[config.mk]
export PLATFORM = sky130hd
export DESIGN_NAME = uart_mem_bridge
export DESIGN_NICKNAME = d
export VERILOG_FILES = /design/src/rtl/uart_mem_pkg.sv /design/src/rtl/sp_ram.sv /design/src/rtl/uart_mem_bridge.sv
export SDC_FILE = /design/constraint.sdc
export NUM_CORES = 1
export LEC_CHECK = 0
export CAP_MARGIN = 0
export CORE_MARGIN = 2
export CORE_UTILIZATION = 35
export DETAILED_ROUTE_END_ITERATION = 10
export PLACE_DENSITY = 0.57
export SYNTH_ARGS = -nofsm -noshare
export SYNTH_HDL_FRONTEND = slang
export SYNTH_SLANG_ARGS = --single-unit
[constraint.sdc]
create_clock -name clk -period 2.45 [get_ports clk]
set_input_delay 0.49 -clock clk [delete_from_list [all_inputs] [get_ports clk]]
set_output_delay 0.49 -clock clk [all_outputs]
set_load 0.02 [all_outputs]
[src/rtl/uart_mem_pkg.sv]
// Shared constants and types for the UART-to-RAM command bridge.
// Latency: n/a (declarations only).
// Backpressure: n/a.
//
// Contents: command/reply byte codes, bridge FSM state type, and a
// saturating 8-bit increment used by the error counter.
package uart_mem_pkg;

    // Command opcodes received from the host
    localparam logic [7:0] OP_WRITE = 8'h57;  // 'W'
    localparam logic [7:0] OP_READ  = 8'h52;  // 'R'
    localparam logic [7:0] OP_BURST = 8'h42;  // 'B'

    // Reply bytes sent back to the host
    localparam logic [7:0] RSP_ACK  = 8'h4B;  // 'K'
    localparam logic [7:0] RSP_ERR  = 8'h3F;  // '?'

    typedef enum logic [3:0] {
        IDLE,
        GET_ADDR,
        GET_LEN,
        GET_DATA,
        RAM_WR,
        ACK,
        RAM_RD,
        RD_WAIT,
        SEND,
        ERR
    } state_t;

    // Increment that sticks at 255 instead of wrapping
    function automatic logic [7:0] sat_inc(input logic [7:0] v);
        return (v == 8'hFF) ? v : v + 8'd1;
    endfunction

endpackage

[src/rtl/sp_ram.sv]
// Single-port RAM, DATA_W x 2^ADDR_W, for the command bridge.
// Latency: 1-cycle registered read; write takes effect at the clock edge.
// Backpressure: none; one access per cycle.
//
// Ports: clk, we (write enable), addr, din (write data), dout (registered
// read data). No reset on purpose so the array maps onto block SRAM.
module sp_ram #(
    parameter int DATA_W = 8,
    parameter int ADDR_W = 4
) (
    input  logic              clk,
    input  logic              we,
    input  logic [ADDR_W-1:0] addr,
    input  logic [DATA_W-1:0] din,
    output logic [DATA_W-1:0] dout
);

    logic [DATA_W-1:0] mem [0:(1<<ADDR_W)-1];

    always_ff @(posedge clk) begin
        if (we) begin
            mem[addr] <= din;
        end
        dout <= mem[addr];
    end

endmodule

[src/rtl/uart_mem_bridge.sv]
// UART byte-stream command bridge to an on-chip RAM (write / read / burst read).
// Latency: write ack 2 cycles after last frame byte; read data 3 cycles after.
// Backpressure: tx_data/tx_valid hold while tx_ready is low; rx has no stall,
//               bytes arriving while a command executes are dropped and counted.
//
// Ports:
//   clk, reset            single clock, synchronous active-high reset
//   rx_valid, rx_data     one-cycle strobe with a received byte
//   tx_data, tx_valid     reply byte to the transmitter
//   tx_ready              transmitter accepts when tx_valid && tx_ready
//   busy                  high whenever the FSM is not in IDLE
//   err_count             saturating protocol error count
module uart_mem_bridge
    import uart_mem_pkg::*;
#(
    parameter int DATA_W      = 8,
    parameter int ADDR_W      = 4,
    parameter int TIMEOUT_CYC = 2700000
) (
    input  logic       clk,
    input  logic       reset,
    input  logic       rx_valid,
    input  logic [7:0] rx_data,
    output logic [7:0] tx_data,
    output logic       tx_valid,
    input  logic       tx_ready,
    output logic       busy,
    output logic [7:0] err_count
);

    localparam int BYTES      = DATA_W / 8;
    localparam int ADDR_BYTES = (ADDR_W + 7) / 8;
    localparam int TMO_W      = $clog2(TIMEOUT_CYC + 1);

    state_t            state;
    logic [7:0]        opcode;
    logic [ADDR_W-1:0] addr_q;
    logic [DATA_W-1:0] data_q;
    logic [DATA_W-1:0] shreg;      // remaining bytes of the word being sent
    logic [7:0]        len_cnt;    // burst words still to send after this one
    logic [7:0]        fld_cnt;    // bytes still expected in the current field
    logic [7:0]        byte_cnt;   // bytes still to send after the current one
    logic [TMO_W-1:0]  tmo_cnt;

    logic              ram_we;
    logic [DATA_W-1:0] ram_dout;

    logic              in_get;
    logic              tmo_hit;

    sp_ram #(
        .DATA_W (DATA_W),
        .ADDR_W (ADDR_W)
    ) u_ram (
        .clk  (clk),
        .we   (ram_we),
        .addr (addr_q),
        .din  (data_q),
        .dout (ram_dout)
    );

    // The write strobe lives for exactly the one RAM_WR cycle; reads are
    // only consumed in RD_WAIT, so read and write never overlap.
    assign ram_we = (state == RAM_WR);
    assign busy   = (state != IDLE);

    assign in_get  = (state == GET_ADDR) || (state == GET_LEN) || (state == GET_DATA);
    // A byte arriving in the expiry cycle takes priority over the timeout.
    assign tmo_hit = in_get && !rx_valid && (tmo_cnt == TMO_W'(TIMEOUT_CYC - 1));

    always_ff @(posedge clk) begin
        if (reset) begin
            state     <= IDLE;
            opcode    <= '0;
            addr_q    <= '0;
            data_q    <= '0;
            shreg     <= '0;
            len_cnt   <= '0;
            fld_cnt   <= '0;
            byte_cnt  <= '0;
            tmo_cnt   <= '0;
            tx_data   <= '0;
            tx_valid  <= 1'b0;
            err_count <= '0;
        end else begin
            // Inter-byte timer only runs while a frame is being assembled
            if (!in_get || rx_valid || tmo_hit) begin
                tmo_cnt <= '0;
            end else begin
                tmo_cnt <= tmo_cnt + TMO_W'(1);
            end

            // Bytes that arrive while a command executes are lost
            if (rx_valid && !in_get && (state != IDLE)) begin
                err_count <= sat_inc(err_count);
            end

            case (state)
                IDLE: begin
                    if (rx_valid) begin
                        opcode  <= rx_data;
                        fld_cnt <= 8'(ADDR_BYTES - 1);
                        if ((rx_data == OP_WRITE) || (rx_data == OP_READ) ||
                            (rx_data == OP_BURST)) begin
                            state <= GET_ADDR;
                        end else begin
                            tx_data   <= RSP_ERR;
                            tx_valid  <= 1'b1;
                            err_count <= sat_inc(err_count);
                            state     <= ERR;
                        end
                    end
                end

                GET_ADDR: begin
                    if (rx_valid) begin
                        // MSB-first shift; bits above ADDR_W fall off the top
                        addr_q <= ADDR_W'({addr_q, rx_data});
                        if (fld_cnt == 8'd0) begin
                            case (opcode)
                                OP_WRITE: begin
                                    fld_cnt <= 8'(BYTES - 1);
                                    state   <= GET_DATA;
                                end
                                OP_BURST: state <= GET_LEN;
                                default: begin
                                    len_cnt <= '0;
                                    state   <= RAM_RD;
                                end
                            endcase
                        end else begin
                            fld_cnt <= fld_cnt - 8'd1;
                        end
                    end else if (tmo_hit) begin
                        err_count <= sat_inc(err_count);
                        state     <= IDLE;
                    end
                end

                GET_LEN: begin
                    if (rx_valid) begin
                        len_cnt <= rx_data;
                        state   <= RAM_RD;
                    end else if (tmo_hit) begin
                        err_count <= sat_inc(err_count);
                        state     <= IDLE;
                    end
                end

                GET_DATA: begin
                    if (rx_valid) begin
                        data_q <= DATA_W'({data_q, rx_data});
                        if (fld_cnt == 8'd0) begin
                            state <= RAM_WR;
                        end else begin
                            fld_cnt <= fld_cnt - 8'd1;
                        end
                    end else if (tmo_hit) begin
                        // Frame discarded before RAM_WR, so memory is untouched
                        err_count <= sat_inc(err_count);
                        state     <= IDLE;
                    end
                end

                RAM_WR: begin
                    tx_data  <= RSP_ACK;
                    tx_valid <= 1'b1;
                    state    <= ACK;
                end

                ACK, ERR: begin
                    if (tx_ready) begin
                        tx_valid <= 1'b0;
                        state    <= IDLE;
                    end
                end

                RAM_RD: begin
                    // Address is on the RAM this cycle; dout valid next cycle
                    state <= RD_WAIT;
                end

                RD_WAIT: begin
                    tx_data  <= ram_dout[DATA_W-1 -: 8];
                    shreg    <= ram_dout << 8;
                    byte_cnt <= 8'(BYTES - 1);
                    tx_valid <= 1'b1;
                    state    <= SEND;
                end

                SEND: begin
                    if (tx_ready) begin
                        if (byte_cnt != 8'd0) begin
                            // Next byte of the same word, no bubble
                            tx_data  <= shreg[DATA_W-1 -: 8];
                            shreg    <= shreg << 8;
                            byte_cnt <= byte_cnt - 8'd1;
                        end else begin
                            tx_valid <= 1'b0;
                            if (len_cnt != 8'd0) begin
                                len_cnt <= len_cnt - 8'd1;
                                addr_q  <= addr_q + ADDR_W'(1);  // wraps at DEPTH
                                state   <= RAM_RD;
                            end else begin
                                state <= IDLE;
                            end
                        end
                    end
                end

                default: state <= IDLE;
            endcase
        end
    end

endmodule

==> key figures <==
Min path
  • Cells on Worst Hold Path: 2
  • End point of the worst hold path: state[3]
  • Path category of the worst min-delay check: input port to flip-flop
  • Origin of the worst min-delay path: reset

Global route
  • Total overflow reported by the global router: 0
  • Largest net degree at the start of global routing: 43
  • Number of antenna violations at the first check in global routing: 1
  • Number of global-route vias before repair: 6224
  • Total track usage: 0.1457
  • Wire length of the first global-routing pass: 33750 um

Job
  • Maximum capacitance violations: 0

CTS
  • Number of H-tree branching levels: 1
  • CTS buffer count: 25
  • Post-CTS clock slew at the launch and capture registers of the worst setup and hold paths: 60 ps
  • TritonCTS Sinks: 223
  • Clock tree from TritonCTS: built
  • CTS root buf: sky130_fd_sc_hd__clkbuf_16
  • Clock Tree Buf Depth: 3
  • Worst skew pair latency: 510 ps
  • Count of buffers added by post-CTS timing repair for setup: 0

Timing
  • Number of hold violations in the final report: 0
  • Hold WS: 382.9 ps
  • Setup tns final: 0 ps
  • Final Skew: 16.75 ps
  • Final-report setup violation count: 0
  • Post-route clock period utilization: 0.9361
  • Highest Clock Rate: 0.4360 GHz
  • Least-Margin Pin Slew: 583.6 ps
  • Max-Slew Margin vs Limit: 0.6104
  • Fin crit period: 2294 ps
  • Final slew viol count: 0
  • Post-route setup slack: 156.5 ps
  • Unrepaired setup endpoints after global routing: no

Yosys
  • Cell types with the highest counts after synthesis: 128 x sky130_fd_sc_hd__edfxtp_1, 111 x sky130_fd_sc_hd__nor2_1, 95 x sky130_fd_sc_hd__dfxtp_1
  • Number of library cell types mapped by synthesis: 72
  • Post-synthesis instance total: 774
  • Net count after synthesis: 798
  • Syn Std Cell Area: 9747 um^2
  • Combinational family with the most area after synthesis: simple AND/OR/NAND/NOR gates
  • Post-synthesis area per instance: 12.59 um^2
  • Share of cell area taken by muxes after synthesis: 0.1182
  • Leading cell types by total area after synthesis: sky130_fd_sc_hd__edfxtp_1 39%, sky130_fd_sc_hd__dfxtp_1 20%, sky130_fd_sc_hd__mux4_2 9.2%, sky130_fd_sc_hd__nor2_1 4.3%, sky130_fd_sc_hd__mux2i_1 2.5%
  • Area share of the leading cell type in the synthesized netlist: 0.3944
  • Post-synthesis async set-or-reset flop share: 0
  • Post-synth EDFFs: 128
  • Syn. warnings: 0
  • Post-synthesis cell type with the largest combined area: sky130_fd_sc_hd__edfxtp_1
  • Simple logic cell fraction of the synthesized area: 0.1444
  • Most instantiated library cell after synthesis: sky130_fd_sc_hd__edfxtp_1
  • Fraction of the mapped netlist area in adder cells: 0.01540
  • Fraction of the yosys area taken by sequential cells: 0.5895
  • Xor and xnor fraction of the mapped netlist area: 0.03235
  • Ys flop type: sky130_fd_sc_hd__edfxtp_1
  • Synthesized flop and latch total: 223
  • Synth Area in Compound Gates: 0.07561

Setup path
  • Worst Path Buf+Inv: 1
  • Flop-to-flop setup slack: 160 ps
  • R2r startpoint: byte_cnt[4]
  • Highest fanout seen on the critical path: 6
  • Worst setup path start: byte_cnt[4]
  • Reg2reg path depth: 7
  • CP top delay family: simple AND/OR/NAND/NOR gates
  • Max incr delay on CP: 470 ps
  • Type of the worst setup path: flip-flop to flip-flop
  • WP data arrival: 2680 ps
  • CP Cell Sequence: or3_1, or4_1, buf_4, a32oi_1, nand2_1, nor4_1, nor3_1
  • Critical R2R Capture: state[2]
  • Required arrival time at the worst endpoint: 2840 ps
  • CP max stage cell: sky130_fd_sc_hd__or4_1
  • Startpoint type of the worst setup path: flip-flop
  • Critical Path Sink Type: flip-flop

Route
  • Detailed router's first-iteration violation count: 387
  • Post-Route WL: 20600 um
  • Number of DRC violations after detailed routing: 0
  • First-pass detailed-route iteration total: 5
  • Routed len/inst: 16.36 um
  • Ratio of routed vias to standard cells: 4.960
  • Vias after detailed routing: 6245
  • Number of nets with antenna violations after detailed routing: 0

Power and ir drop
  • Total power: 12.44 mW
  • Sw Pwr: 3.960 mW
  • Switching Fraction: 0.3183
  • Cell-internal power: 8.483 mW
  • Leakage power total: 3.849 nW
  • Ratio of total power to cell area: 1062 nW/um^2
  • Power share of the clock group: 0.283
  • Part of the total power dissipated in combinational logic: 0.340
  • Proportion of power drawn by flip-flops and latches: 0.377
  • IR Drop Worst-Case VDD: 0.4905 mV

Floorplanning
  • Core box area: 27630 um^2
  • Rows: 61
  • Count of pins on the block boundary: 30
  • Die area: 29200 um^2
  • Starting density of the core: 0.3528
  • Die H: 170.9 um
  • Die Width: 170.9 um

Place
  • Routability cong.: 0.7778
  • Placed standard-cell area: 10920 um^2
  • Worst slack at placement: -202.1 ps
  • Detailed placement HPWL: 14170 um
  • Count of buffers inserted at the top-level ports: 29
  • Number of placed instances, taps included: 1213

Layout
  • Fraction of layout instances using a drive strength above 1: 0.1886
  • P&R area growth vs syn: 20.17%
  • Number of nets at the end of the flow: 886
  • Non-Filler Instances: 1259
  • Fraction of the core area covered by cells at the end of the flow: 0.4239
  • Total non-filler cell area in the finished layout: 11710 um^2

Status
  • Status: complete, no violations
==> cells in the final DEF, fill, tap and decap left out, types with 4 or more instances in the layout <==
master	count
sky130_fd_sc_hd__nor2_1	111
sky130_fd_sc_hd__a31oi_1	4
sky130_fd_sc_hd__mux4_2	40
sky130_fd_sc_hd__nand3_1	22
sky130_fd_sc_hd__and3_1	12
sky130_fd_sc_hd__nand2_1	43
sky130_fd_sc_hd__o21ai_1	7
sky130_fd_sc_hd__clkbuf_8	4
sky130_fd_sc_hd__clkbuf_1	7
sky130_fd_sc_hd__edfxtp_1	128
sky130_fd_sc_hd__clkbuf_16	25
sky130_fd_sc_hd__mux2i_1	24
sky130_fd_sc_hd__nand4_1	6
sky130_fd_sc_hd__nand2b_1	11
sky130_fd_sc_hd__or4_1	8
sky130_fd_sc_hd__a211oi_1	9
sky130_fd_sc_hd__dfxtp_1	93
sky130_fd_sc_hd__o31a_1	4
sky130_fd_sc_hd__xnor2_1	23
sky130_fd_sc_hd__nor2b_1	8
sky130_fd_sc_hd__buf_12	4
sky130_fd_sc_hd__nor3_1	21
sky130_fd_sc_hd__nor4_1	7
sky130_fd_sc_hd__inv_1	18
sky130_fd_sc_hd__buf_4	67
sky130_fd_sc_hd__o21ai_0	13
sky130_fd_sc_hd__clkdlybuf4s50_1	27
sky130_fd_sc_hd__a21oi_1	24
sky130_fd_sc_hd__clkinv_2	4
sky130_fd_sc_hd__or3_1	6
sky130_fd_sc_hd__ha_1	12
sky130_fd_sc_hd__a21o_1	6
sky130_fd_sc_hd__xor2_1	13
==> logic make-up after synthesis <==
family / after synthesis
simple gates: 280
flops: 223
compound gates: 101
mux: 65
buf+inv: 57
xor+xnor: 36
fa+ha+maj: 12
==> power by group through the flow <==
stage	clock network, mW	logic [mW]	registers, mW
floorplan	0	2.96	4.67
global placement	0	4.22	4.77
detailed placement	0	4.24	4.77
CTS	3.61	4.27	4.70
global route	3.77	4.69	4.75
finish	3.52	4.23	4.69
==> how the worst max path moves through the flow <==
stage               endpoint  slack, ps  depth (start not counted)
4_1_cts                 busy         60                          3
5_1_grt           len_cnt[5]         40                          7
3_3_place_gp    err_count[0]       -130                          9
2_1_floorplan  u_ram.dout[2]        110                          4
6_report            state[2]        160                          7
3_5_place_dp    err_count[4]       -200                          7
==> cell type report <==
class,count,area (um^2)
flip-flops and latches,223,5748
diodes,1,2.502
well taps,378,473.0
inverters,18,67.56
fillers,2588,15920
clock buffers,36,706.9
multi-input cells,494,3775
repair buffers,100,870.8
clock inverters,9,68.82
==> sequential cells by signal, indices dropped and copies added, names as in the netlist <==
name,cells
addr_q,4
byte_cnt,8
data_q,8
err_count,8
fld_cnt,8
len_cnt,8
opcode,8
state,4
tmo_cnt,22
tx_data,8
tx_valid,1
u_ram.dout,8
u_ram.mem,128
==> routing by layer <==
metal,GRT usage,part of all wire,up-vias
li1,-,-,3067
met1,0.2000,0.46,3046
met2,0.2429,0.48,97
met3,0.02591,0.043,35
met4,0.03058,0.017,0
met5,0,0,-
==> timing repair <==
item,4_1_cts,5_1_grt
setup endpoints to repair,1,2
pin swaps,0,0
resized for setup,2,2
hold buffers,0,0
Note: power is estimated with default switching activity, not from simulation.
